[src/rtl/zc_period_averager.sv]
// Average-period stage behind the doppler zero-crossing detector.
// Pairs half-period counts into periods, averages 2^L periods and tracks frequency lock.
//
// state  | meaning
// FIRST  | waiting for the first half of a period
// SECOND | first half latched; the next beat completes the period
module zc_period_averager #(
  parameter int COUNTER_SIZE = 32,
  parameter int MAX_LOG_AVG  = 8,
  parameter int LOCK_COUNT   = 4
) (
  input  logic                    clk,
  input  logic                    reset_n,
  input  logic                    clear,
  input  logic [3:0]              log_avg_len,
  input  logic [COUNTER_SIZE-1:0] lock_tol,
  input  logic [COUNTER_SIZE-1:0] i_tdata,
  input  logic                    i_tvalid,
  input  logic                    i_tlast,
  output logic                    i_tready,
  output logic [COUNTER_SIZE-1:0] o_tdata,
  output logic                    o_tvalid,
  output logic                    o_tlast,
  input  logic                    o_tready,
  output logic                    locked,
  output logic                    overflow
);
  localparam int AW = COUNTER_SIZE + 1 + MAX_LOG_AVG;
  localparam int WW = MAX_LOG_AVG + 1;
  localparam int LW = $clog2(LOCK_COUNT + 1);
  localparam logic [3:0]    MAX_L    = 4'(MAX_LOG_AVG);
  localparam logic [LW-1:0] LOCK_MAX = LW'(LOCK_COUNT);

  typedef enum logic {FIRST, SECOND} state_t;

  state_t                  state, state_next;
  logic [AW-1:0]           acc, acc_sum, avg_full;
  logic [COUNTER_SIZE-1:0] half_a, prev, avg, diff;
  logic [COUNTER_SIZE:0]   period;
  logic [WW-1:0]           win_cnt, win_inc;
  logic [3:0]              leff, leff_in;
  logic [LW-1:0]           lock_cnt, lock_inc;
  logic                    have_prev, win_start, pair_done, result, in_tol;
  logic                    unused_tlast;

  assign i_tready     = 1'b1;
  assign o_tlast      = 1'b0;
  assign unused_tlast = i_tlast;

  always_ff @(posedge clk) begin
    if (!reset_n || clear) state <= FIRST;
    else                   state <= state_next;
  end

  always_comb begin
    state_next = state;
    win_start  = 1'b0;
    pair_done  = 1'b0;
    if (i_tvalid) begin
      case (state)
        FIRST: begin
          win_start  = (win_cnt == '0);
          state_next = SECOND;
        end
        SECOND: begin
          pair_done  = 1'b1;
          state_next = FIRST;
        end
        default: state_next = FIRST;
      endcase
    end
  end

  // Accumulator carries MAX_LOG_AVG bits of headroom, so only the final shift can exceed the output width.
  assign leff_in  = (log_avg_len > MAX_L) ? MAX_L : log_avg_len;
  assign period   = {1'b0, half_a} + {1'b0, i_tdata};
  assign acc_sum  = acc + AW'(period);
  assign avg_full = acc_sum >> leff;
  assign avg      = (|avg_full[AW-1:COUNTER_SIZE]) ? '1 : avg_full[COUNTER_SIZE-1:0];
  assign win_inc  = win_cnt + WW'(1);
  assign result   = pair_done && (win_inc == (WW'(1) << leff));
  assign diff     = (avg >= prev) ? (avg - prev) : (prev - avg);
  assign in_tol   = (diff <= lock_tol);
  assign lock_inc = (lock_cnt == LOCK_MAX) ? lock_cnt : lock_cnt + LW'(1);

  always_ff @(posedge clk) begin
    if (!reset_n || clear) begin
      acc       <= '0;
      half_a    <= '0;
      win_cnt   <= '0;
      leff      <= '0;
      lock_cnt  <= '0;
      prev      <= '0;
      have_prev <= 1'b0;
      o_tdata   <= '0;
      o_tvalid  <= 1'b0;
      locked    <= 1'b0;
      overflow  <= 1'b0;
    end else begin
      if (win_start) leff <= leff_in;
      if (i_tvalid && state == FIRST) half_a <= i_tdata;
      if (pair_done) begin
        if (result) begin
          acc     <= '0;
          win_cnt <= '0;
        end else begin
          acc     <= acc_sum;
          win_cnt <= win_inc;
        end
      end
      if (result) begin
        o_tdata  <= avg;
        o_tvalid <= 1'b1;
        if (o_tvalid && !o_tready) overflow <= 1'b1;
        prev      <= avg;
        have_prev <= 1'b1;
        if (have_prev) begin
          if (in_tol) begin
            lock_cnt <= lock_inc;
            locked   <= (lock_inc == LOCK_MAX);
          end else begin
            lock_cnt <= '0;
            locked   <= 1'b0;
          end
        end
      end else if (o_tvalid && o_tready) begin
        o_tvalid <= 1'b0;
      end
    end
  end

endmodule
[config.mk]
export PLATFORM = sky130hd
export DESIGN_NAME = zc_period_averager
export DESIGN_NICKNAME = d
export VERILOG_FILES = /design/src/rtl/zc_period_averager.sv
export SDC_FILE = /design/constraint.sdc
export NUM_CORES = 1
export LEC_CHECK = 0
export ABC_AREA = 1
export CAP_MARGIN = 20
export CORE_ASPECT_RATIO = 0.5
export CORE_MARGIN = 8
export CORE_UTILIZATION = 45
export DETAILED_ROUTE_END_ITERATION = 8
export GPL_ROUTABILITY_DRIVEN = 0
export GPL_TIMING_DRIVEN = 0
export SLEW_MARGIN = 20
export SYNTH_ARGS = -nofsm -noshare
export SYNTH_HDL_FRONTEND = slang
export SYNTH_SLANG_ARGS = --single-unit
[constraint.sdc]
create_clock -name clk -period 9.7 [get_ports clk]
set_clock_uncertainty 0.1 [all_clocks]
set_input_delay 1.94 -clock clk [delete_from_list [all_inputs] [get_ports clk]]
set_output_delay 1.94 -clock clk [all_outputs]
set_load 0.005 [all_outputs]
==> impl_metrics.py <==
metrics = {
    "finish": {
        "fin_nets": 2875,
        "n_antenna_cell": 0,
        "drive_gt1_share_pct": 9.78,
        "final_util_pct": 54.6,
        "area_growth_pct": 19.5,
    },
    "timing": {
        "setup_viol": 0,
        "fmax_ghz": 0.107,
        "post-route-period-util_pct": 96.3,
        "setup_tns_ns": 0,
        "maxSlewViolCount": 0,
        "tightest_slew_ns": 0.949,
        "period_minus_slack_ns": 9.34,
        "final-hold-violation-count": 0,
        "relSlewSlack_pct": 36.7,
    },
    "synth": {
        "synthCells": 2500,
        "ys_warn_count": 0,
        "ys_seq_area_share_pct": 16.7,
        "ys_ff_latch": 126,
        "synth.avg_cell_area_um2": 6.04,
        "syn_nets": 2740,
        "syn_area_um2": 15100,
        "synth.distinct_cells": 57,
    },
    "pwr": {
        "power.leakage_nw": 8.74,
        "pwr-share-clk_pct": 28.2,
        "swShare_pct": 43.3,
        "p_per_area_nw_per_um2": 145,
        "seq_power_share_pct": 20.4,
        "internal_power_mw": 1.48,
        "p_sw_mw": 1.13,
        "irDropWorstVdd_uv": 102,
        "pwr-share-comb_pct": 51.3,
    },
    "critical_path": {
        "crit_top_cell": "nand2_1",
        "slowest_stage": "fa_1",
        "crit_path_max_incr_delay_ns": 0.49,
        "start_kind": "input pin",
        "worstSetupPathType": "input pin to flop",
        "worstPathMaxFanout": 10,
        "cp.arrival_ns": 9.54,
        "required_ns": 9.90,
        "cp-end-kind": "flop",
        "reg2reg_depth": 48,
    },
    "global_route": {
        "grt_util_all_layers_pct": 25.4,
        "antenna_found_initial": 0,
        "grt_start_max_net_pins": 17,
        "grt_pass1_vias": 15400,
        "grt_pass1_wl_mm": 82.4,
        "overflow": 0,
    },
    "hold_path": {
        "hold_class": "flop to flop",
        "hold_depth": 2,
    },
    "placed_design": {
        "portBuffers": 107,
        "dp_hpwl_mm": 43.1,
    },
    "cts": {
        "root_buffer": "clkbuf_16",
        "cts_sinks": 126,
        "insertion_delay_ns": 0.45,
        "cts.clk_slew.worst_paths_ns": 0.06,
        "cts_max_level": 4,
        "cts_tree": "done",
        "clockBufferDepth": 2,
        "cts_made_buffers": 17,
        "hold_buffers": 0,
    },
    "floorplan": {
        "die_h_um": 146,
        "die_x_um": 275,
        "ios": 111,
        "initial_utilization_pct": 45.7,
        "core_area_um2": 33000,
        "std_cell_rows": 47,
        "die_area_um2": 40000,
    },
    "run": {
        "cap_violations": 0,
    },
    "route": {
        "drt-total-wl_mm": 52.3,
        "viasPerCell": 5.30,
        "drt.antenna.violating_nets": 0,
        "drc_errors": 0,
        "vias": 16400,
        "drtIter0Drc": 1319,
        "wl_per_cell_um": 16.9,
        "drt-pass1-iter-count": 6,
    },
    "run_status": {
        "status": "finished, final reports clean",
    },
}
-- final timing paths --
kind	slack (ns)	end	from
worst max-delay path	0.36	locked	i_tdata[22]
worst min-delay path	0.35	overflow	overflow
worst max register to register	1.89	locked	acc[1]
worst min register to register	0.35	overflow	overflow
-- metrics by stage --
step	instance area [um2]	total power [mW]	hold WS [ns]	cells	setup WS, ns
after detailed placement	16700	1.77	0.345	3048	-1.31
after global placement	16700	1.76	0.340	3048	-1.18
after CTS	17500	2.53	0.355	3080	0.00115
after global routing	18000	2.81	0.393	3089	-0.0445
final	18000	2.62	0.353	3089	0.361
after floorplan	15100	1.43	0.345	2500	1.31
-- cells in the final DEF (no fill, tap or decap), drive strengths merged, types with 5 or more instances in the layout --
cell type and instances:
a211oi 6, clkbuf 57, nand3 193, o21ai 165, bufinv 5, buf 48, o21a 9, clkinv 5
fa 35, nor4 6, dfxtp 126, xor2 34, nor3 19, o211ai 7, ha 131, a21oi 221
o21bai 6, o22ai 9, clkdlybuf4s50 105, nand2 679, nand4 46, xnor2 31, mux2i 9, inv 435
a31oi 8, nor2 206, o31ai 10
-- power by group through the flow --
| stage | registers, mW | clock network [mW] | logic [mW] |
|---|---|---|---|
| floorplan | 0.545 | 0 | 0.886 |
| global placement | 0.547 | 0 | 1.21 |
| detailed placement | 0.547 | 0 | 1.22 |
| CTS | 0.535 | 0.749 | 1.25 |
| global route | 0.537 | 0.771 | 1.50 |
| finish | 0.535 | 0.740 | 1.34 |
-- kinds of logic (layout without fill, tap and decap cells) --
family / count (synthesis) / in the layout / synth area share [%]
DFF: 126 / 126 / 16.7
buffers and inverters: 513 / 661 / 13.2
adders and majority gates: 166 / 166 / 15.5
xor gates and xnor gates: 65 / 65 / 3.77
AOI/OAI and AO/OA: 459 / 459 / 16.5
muxes: 9 / 9 / 0.597
and+or+nand+nor: 1160 / 1160 / 33.7
other: 2 / 2 / 0.0497
-- flip-flops by register name, summed over array words and instances (netlist names) --
name	flops
win_cnt	9
state	1
o_tvalid	1
locked	1
have_prev	1
prev	32
overflow	1
half_a	32
leff	4
lock_cnt	3
acc	41
-- cells in the mapped netlist (all sizes together) --
library cell  instances  area (um2)
a32o                  1        10.0
a221oi                3        26.3
o31ai                10        75.1
inv                 431        1630
nor3                 19         100
dfxtp               126        2520
a21o                  4        30.0
o21ai               165         826
o211ai                7        52.6
o311ai                2        17.5
nor3b                 1        18.8
o2111a                2        22.5
o221ai                2        17.5
ha                  131        1640
and3                  1        6.26
a211o                 1        8.76
xnor2                31         272
a21oi               221        1110
o32ai                 1        8.76
a2111oi               1        8.76
o21a                  9        67.6
conb                  2        7.51
o22ai                 9        56.3
nor2                206         798
clkinv                3        11.3
o21bai                6        45.0
a211oi                6        45.0
fa                   35         701
and2                  1        8.76
nor4                  6        43.8
nand3b                3        22.5
nand4                46         288
or2                   4        25.0
nand2b                1        6.26
nand2               679        2750
a31oi                 8        50.1
clkbuf               40         150
nand3               193        1020
o2111ai               1        8.76
buf                  39         206
xor2                 34         298
mux2i                 9        90.1
-- final cells by class --
cell class,instances,area [um2]
buffer,79,384
timing repair buffer,116,1140
sequential,126,2520
fill,3481,15000
inverter,434,1640
clock inverter,15,235
multi-input combinational,1861,11100
tap,441,552
clock buffer,17,425
-- worst max-delay path: cells and delay by family --
| kind | cells | cell delay, ns |
|---|---|---|
| AND/OR/NAND/NOR | 23 | 2.74 |
| AO/OA/AOI/OAI | 11 | 2.06 |
| adder cells (fa/ha/maj) | 4 | 1.47 |
| buffers and inverters | 7 | 1.07 |
| XOR/XNOR | 1 | 0.22 |
-- metal layers --
metal	vias to the layer above	global-route usage [%]	wire, um
met2	569	39.9	22600
met3	87	3.81	3240
li1	8296	-	-
met1	7430	36.0	25300
met5	-	0	0
met4	0	6.41	1200
-- repair_timing --
item / in CTS / in global routing
resized for setup: 34 / 109
buffers inserted: 0 / 9
pin swaps: 4 / 14
endpoints found under the setup margin: 4 / 4
(Power assumes the default switching activity.)
